$ cat src/rtl/issue_scoreboard_pkg.sv
// Shared definitions for the issue scoreboard: FSM state encoding, the
// opcodes that classify long-latency and serializing instructions, and the
// default limit on in-flight long-latency operations.
package issue_scoreboard_pkg;

    typedef enum logic [0:0] {
        ST_RUN   = 1'b0,
        ST_DRAIN = 1'b1
    } sb_state_e;

    localparam int MAX_OUTSTANDING_DEFAULT = 4;
    localparam int REG_COUNT               = 32;

    localparam logic [6:0] OPC_LOAD      = 7'b0000011;
    localparam logic [6:0] OPC_OP        = 7'b0110011;
    localparam logic [6:0] OPC_MISC_MEM  = 7'b0001111;
    localparam logic [6:0] OPC_SYSTEM    = 7'b1110011;
    localparam logic [6:0] FUNCT7_MULDIV = 7'b0000001;

    // Loads and M-extension ops write their destination late.
    function automatic logic is_long_latency_op(input logic [6:0] opcode,
                                                input logic [6:0] funct7);
        return (opcode == OPC_LOAD) ||
               ((opcode == OPC_OP) && (funct7 == FUNCT7_MULDIV));
    endfunction

    // CSR accesses and fences must see an empty pipeline.
    function automatic logic is_serializing_op(input logic [6:0] opcode);
        return (opcode == OPC_SYSTEM) || (opcode == OPC_MISC_MEM);
    endfunction

endpackage

$ cat src/rtl/issue_scoreboard_hazard_check.sv
// Combinational RAW/WAW check of the incoming instruction against the
// pending-write vector. A writeback landing this cycle releases its register
// immediately so the consumer can issue in the same cycle.
module sb_hazard_check
    import issue_scoreboard_pkg::*;
(
    input  logic [REG_COUNT-1:0] pend,
    input  logic [4:0]           rs1_addr,
    input  logic                 rs1_en,
    input  logic [4:0]           rs2_addr,
    input  logic                 rs2_en,
    input  logic [4:0]           rd_addr,
    input  logic                 long_lat,
    input  logic                 wb_valid,
    input  logic [4:0]           wb_rd_addr,
    output logic                 hazard
);

    logic rs1_hit_s;
    logic rs2_hit_s;
    logic rd_hit_s;

    // A source or destination conflicts when its register is pending and not
    // being written back right now; x0 never conflicts.
    always_comb begin
        rs1_hit_s = rs1_en && (rs1_addr != 5'd0) && pend[rs1_addr] &&
                    !(wb_valid && (wb_rd_addr == rs1_addr));
        rs2_hit_s = rs2_en && (rs2_addr != 5'd0) && pend[rs2_addr] &&
                    !(wb_valid && (wb_rd_addr == rs2_addr));
        rd_hit_s  = long_lat && (rd_addr != 5'd0) && pend[rd_addr] &&
                    !(wb_valid && (wb_rd_addr == rd_addr));
        hazard    = rs1_hit_s || rs2_hit_s || rd_hit_s;
    end

endmodule

$ cat src/rtl/issue_scoreboard.sv
// Issue scoreboard for decode way0: holds back instructions that read or
// overwrite a register still owned by an in-flight long-latency op, bounds
// the number of such ops, and drains the pipeline ahead of serializing ops.
module issue_scoreboard
    import issue_scoreboard_pkg::*;
#(
    parameter int MAX_OUTSTANDING = MAX_OUTSTANDING_DEFAULT
) (
    input  logic        clk,
    input  logic        rst,
    input  logic        valid_i,
    input  logic [4:0]  rs1Addr_i,
    input  logic [4:0]  rs2Addr_i,
    input  logic        rs1ReadEnable_i,
    input  logic        rs2ReadEnable_i,
    input  logic [4:0]  rdAddr_i,
    input  logic        longLat_i,
    input  logic        serialize_i,
    input  logic        ready_i,
    input  logic        wbValid_i,
    input  logic [4:0]  wbRdAddr_i,
    input  logic        flush_i,
    output logic        valid_o,
    output logic        ready_o,
    output logic        busy_o,
    output logic        err_o,
    output logic [31:0] stallCnt_o
);

    localparam logic [2:0] MAX_CNT = 3'(MAX_OUTSTANDING);

    sb_state_e            state_r;
    sb_state_e            state_nxt_s;
    logic [REG_COUNT-1:0] pend_r;
    logic [REG_COUNT-1:0] pend_nxt_s;
    logic [REG_COUNT-1:0] wb_mask_s;
    logic [REG_COUNT-1:0] set_mask_s;
    logic [2:0]           count_r;
    logic [2:0]           count_nxt_s;
    logic                 err_r;
    logic [31:0]          stall_r;

    logic hazard_s;
    logic full_s;
    logic serial_s;
    logic block_s;
    logic fire_s;
    logic long_fire_s;

    sb_hazard_check u_hazard (
        .pend       (pend_r),
        .rs1_addr   (rs1Addr_i),
        .rs1_en     (rs1ReadEnable_i),
        .rs2_addr   (rs2Addr_i),
        .rs2_en     (rs2ReadEnable_i),
        .rd_addr    (rdAddr_i),
        .long_lat   (longLat_i),
        .wb_valid   (wbValid_i),
        .wb_rd_addr (wbRdAddr_i),
        .hazard     (hazard_s)
    );

    // Issue gating; a writeback in the same cycle frees a slot for a new long op.
    always_comb begin
        full_s      = longLat_i && (count_r == MAX_CNT) && !wbValid_i;
        serial_s    = serialize_i && valid_i && (count_r != 3'd0);
        block_s     = hazard_s || full_s || serial_s ||
                      (state_r == ST_DRAIN) || flush_i;
        valid_o     = valid_i && !block_s;
        ready_o     = ready_i && !block_s;
        fire_s      = valid_i && ready_o;
        long_fire_s = fire_s && longLat_i;
        busy_o      = (count_r != 3'd0);
        err_o       = err_r;
        stallCnt_o  = stall_r;
    end

    // Drain FSM: enter on a blocked serializing op, leave once nothing is in flight.
    always_comb begin
        state_nxt_s = state_r;
        case (state_r)
            ST_RUN: begin
                if (flush_i) begin
                    state_nxt_s = ST_RUN;
                end else if (serial_s) begin
                    state_nxt_s = ST_DRAIN;
                end else begin
                    state_nxt_s = ST_RUN;
                end
            end
            ST_DRAIN: begin
                if (flush_i) begin
                    state_nxt_s = ST_RUN;
                end else if (count_r == 3'd0) begin
                    state_nxt_s = ST_RUN;
                end else begin
                    state_nxt_s = ST_DRAIN;
                end
            end
            default: state_nxt_s = ST_RUN;
        endcase
    end

    // Pending-write vector update: a new long op's set beats a same-cycle clear.
    always_comb begin
        wb_mask_s  = {REG_COUNT{1'b0}};
        set_mask_s = {REG_COUNT{1'b0}};
        if (wbValid_i) begin
            wb_mask_s = 32'd1 << wbRdAddr_i;
        end else begin
            wb_mask_s = {REG_COUNT{1'b0}};
        end
        if (long_fire_s && (rdAddr_i != 5'd0)) begin
            set_mask_s = 32'd1 << rdAddr_i;
        end else begin
            set_mask_s = {REG_COUNT{1'b0}};
        end
        if (flush_i) begin
            pend_nxt_s = {REG_COUNT{1'b0}};
        end else begin
            pend_nxt_s = (pend_r & ~wb_mask_s) | set_mask_s;
        end
        pend_nxt_s[0] = 1'b0;
    end

    // Outstanding-op counter; a writeback with nothing outstanding is ignored.
    always_comb begin
        count_nxt_s = count_r;
        if (flush_i) begin
            count_nxt_s = 3'd0;
        end else begin
            case ({long_fire_s, wbValid_i})
                2'b10:   count_nxt_s = count_r + 3'd1;
                2'b01:   count_nxt_s = (count_r == 3'd0) ? 3'd0 : (count_r - 3'd1);
                default: count_nxt_s = count_r;
            endcase
        end
    end

    // Tracking state: FSM, pending vector, counter, sticky error, stall counter.
    always_ff @(posedge clk or posedge rst) begin
        if (rst) begin
            state_r <= ST_RUN;
            pend_r  <= {REG_COUNT{1'b0}};
            count_r <= 3'd0;
            err_r   <= 1'b0;
            stall_r <= 32'd0;
        end else begin
            state_r <= state_nxt_s;
            pend_r  <= pend_nxt_s;
            count_r <= count_nxt_s;
            if (wbValid_i && (count_r == 3'd0)) begin
                err_r <= 1'b1;
            end else begin
                err_r <= err_r;
            end
            if (valid_i && !ready_o && !flush_i && (stall_r != 32'hFFFF_FFFF)) begin
                stall_r <= stall_r + 32'd1;
            end else begin
                stall_r <= stall_r;
            end
        end
    end

endmodule

$ cat config.mk
export PLATFORM = sky130hd
export DESIGN_NAME = issue_scoreboard
export DESIGN_NICKNAME = d
export VERILOG_FILES = /design/src/rtl/issue_scoreboard_pkg.sv /design/src/rtl/issue_scoreboard_hazard_check.sv /design/src/rtl/issue_scoreboard.sv
export SDC_FILE = /design/constraint.sdc
export NUM_CORES = 1
export LEC_CHECK = 0
export CORE_MARGIN = 8
export CORE_UTILIZATION = 50
export CTS_CLUSTER_SIZE = 25
export DETAILED_ROUTE_END_ITERATION = 10
export GPL_TIMING_DRIVEN = 0
export HOLD_SLACK_MARGIN = 0.02
export PLACE_DENSITY = 0.76
export SLEW_MARGIN = 30
export SYNTH_ARGS = -nofsm -noshare
export SYNTH_HDL_FRONTEND = slang
export SYNTH_SLANG_ARGS = --single-unit
$ cat constraint.sdc
create_clock -name clk -period 3.9 [get_ports clk]
set_input_delay 0.78 -clock clk [delete_from_list [all_inputs] [get_ports clk]]
set_output_delay 0.78 -clock clk [all_outputs]
set_load 0.03 [all_outputs]
==> reports/metrics.yaml <==
critical_path.endpoint: "ready_o"
worst_pin_slew_ns: 0.721
syn_nets: 508
grt_max_degree: 38
syn_inst: 472
detail-route-antenna-nets: 0
rsz0062_at_grt: "yes"
wirelength_mm: 13.9
clk_latency_ns: 0.35
max_freq_ghz: 0.256
worstSetupStartpoint: "rdAddr_i[1]"
dp_hpwl_mm: 10.1
status: "finished, violations left"
finalSetupViolCount: 1
grt_pass1_wl_mm: 22.4
post-route-min-period_ns: 3.91
die_h_microns: 112
period_share: 1.00
ios: 66
clockRootBuffer: "clkbuf_8"
ys_ff_latch: 68
chipWidth_microns: 112
yosys.area.top_type: "dfrtp_1"
grt_usage: 0.220
vias_per_cell: 6.40
end_kind: "primary output"
synthArstFlopShare: 1.00
hold_buffers: 0
critPathRequiredTime_ns: 3.12
fill_cells: 770
clock-sinks: 68
reg2reg_to: "pend_r[19]$_DFF_PP0_"
reg2reg_depth: 16
hold_slack_ns: 0.472
fin_ws_ns: -0.00899
ys.flop_type: "dfrtp_1"
cts_tree: "yes"
coreArea_sq_um: 9110
cp.arrival_ns: 3.13
synth_cell_type_count: 63
grt_pass1_vias: 4329
maxCapViolations: 0
cp-start-kind: "input port"
rows: 35
critPathKind: "in2out"
worst_ir_drop_vdd_mv: 0.173
htreeDepth: 3
grt_overflow_total: 0
violations: "setup timing"
drive_gt1_frac: 0.174
cts_made_buffers: 9
cts_buffer_depth: 2
place.gp.congestion: 0.966
max-slew-margin-rel: 0.513
finalClockSkew_ns: 0.00497
hold_class: "reg2reg"
clkTransAtPathRegs_ns: 0.07
tns_ns: -0.00899
synth_warnings: 0
io_buffers: 56
diodes: 0
areaGrowthSynthToFinish_pct: 23.3
ys_top_cells_by_area: "dfrtp_1 37%, mux4_2 8.2%, xor2_1 4.5%"
synth_edf_count: 0
syn_area_sq_um: 4640
cp_max_fo: 10
wl_per_cell_microns: 20.6
leakage_nw: 2.34
r2r-start: "pend_r[26]$_DFF_PP0_"
slew_violations: 0
drcViolationCount: 0
rrSetupSlack_ns: 0.62
dieArea_sq_um: 12600
antenna_found_initial: 0
dr.pass1.iters: 5
finalHoldViolations: 0
ys_seq_area_frac: 0.366
p_per_area_nw_per_um2: 316
nets: 594
vias: 4316
synth_top_area_frac: 0.366
drt_iter0_markers: 273
initial_core_util: 0.510
postSynthAreaPerCell_sq_um: 9.84
where the power goes:
part	leakage [nW]	switching (mW)	total [mW]	internal (mW)
sequential	0.935	0.0373	0.772	0.735
combinational	1.30	0.239	0.411	0.173
clock	0.110	0.276	0.624	0.348
total	2.34	0.552	1.81	1.26
critical path, stage by stage:
cell and delay, ns:
clkdlybuf4s50_1 0.54, buf_4 0.23, mux4_2 0.30, o22ai_1 0.19
nor3_1 0.07, o21ai_1 0.25, o211a_1 0.25, and2_4 0.17
buf_4 0.17, buf_4 0.18
cells by family after synthesis:
kind of cell             synth area share
XOR/XNOR                           0.0868
flip-flops                          0.366
AND/OR/NAND/NOR                     0.242
adder cells (fa/ha/maj)            0.0162
buffers and inverters              0.0431
AO/OA/AOI/OAI                       0.122
multiplexers                        0.124
placed cells by master, fill, tap and decap left out, types with 5 or more instances in the layout:
cell type        synthesis  layout
a211oi_1                 6       5
a21oi_1                 21      20
and3_1                  12      12
buf_2                    9       9
buf_4                    5      24
buf_6                    3       5
clkbuf_1                13      13
clkbuf_8                 0      12
clkdlybuf4s50_1          0      52
dfrtp_1                 68      68
ha_1                     6       6
inv_1                    7       6
mux2_2                   5       5
mux2i_1                 11      11
mux4_2                  17      17
nand2_1                 28      28
nand2b_1                 6       6
nand3_1                 29      29
nand3b_1                16      16
nand4_1                 24      24
nor2_1                  16      16
nor2b_1                 15      15
nor3_1                  13      13
nor4_1                   6       6
o21ai_0                 37      34
xnor2_1                 22      22
xor2_1                  24      24
final cells by class:
class                   instances  area, sq um  area share
flip-flops and latches         68         1700       0.297
clock buffers                  13          169      0.0295
inverters                       8         32.5     0.00568
clock inverters                 3         43.8     0.00765
plain buffers                  31          184      0.0321
well taps                     111          139      0.0243
repair buffers                 75          702       0.123
multi-input cells             365         2760       0.481
worst min-delay path by stage:
stage / startpoint / endpoint / slack [ns] / cells after the start
floorplan: count_r[0]$_DFFE_PP0P_ / count_r[0]$_DFFE_PP0P_ / 0.48 / 1
global placement: err_o$_DFFE_PP0P_ / err_o$_DFFE_PP0P_ / 0.45 / 1
detailed placement: err_o$_DFFE_PP0P_ / err_o$_DFFE_PP0P_ / 0.47 / 1
CTS: err_o$_DFFE_PP0P_ / err_o$_DFFE_PP0P_ / 0.48 / 1
global route: err_o$_DFFE_PP0P_ / err_o$_DFFE_PP0P_ / 0.49 / 1
finish: err_o$_DFFE_PP0P_ / err_o$_DFFE_PP0P_ / 0.47 / 1
synthesized netlist by cell type, drive strengths merged (13+ instances only):
cell type	number
a21oi	21
buf	17
clkbuf	14
dfrtp	68
mux4	18
nand2	28
nand3	31
nand3b	16
nand4	24
nor2	17
nor2b	15
nor3	13
o21ai	38
xnor2	22
xor2	24
metal layers:
layer  global-route usage  wire (microns)  up-vias
li1                     -               -     1932
met1                0.269            5480     2100
met2                0.367            6820      248
met3               0.0392            1180       36
met4                0.110             376        0
met5                    0               0        -
per-stage QoR:
stage | instances | setup slack [ns] | utilization | cell area [sq um] | power [mW]
floorplan | 472 | 0.597 | - | 4640 | 1.02
global placement | 639 | -0.832 | 0.587 | 5340 | 1.16
detailed placement | 640 | -0.862 | 0.589 | 5370 | 1.18
CTS | 671 | 0.0101 | 0.625 | 5690 | 1.81
global route | 674 | -0.0672 | 0.629 | 5730 | 1.88
finish | 674 | -0.00899 | 0.629 | 5730 | 1.81
timing repair:
action / CTS / global route
gates resized for setup: 13 / 16
endpoints found under the setup margin: 2 / 21
buffers inserted: 15 / 3
pin swaps: 3 / 3
flip-flops by register name, indices dropped and copies added (netlist names):
signal,cells
pend_r,31
count_r,3
err_o,1
stallCnt_o,32
state_r,1
(Power assumes the default switching activity.)
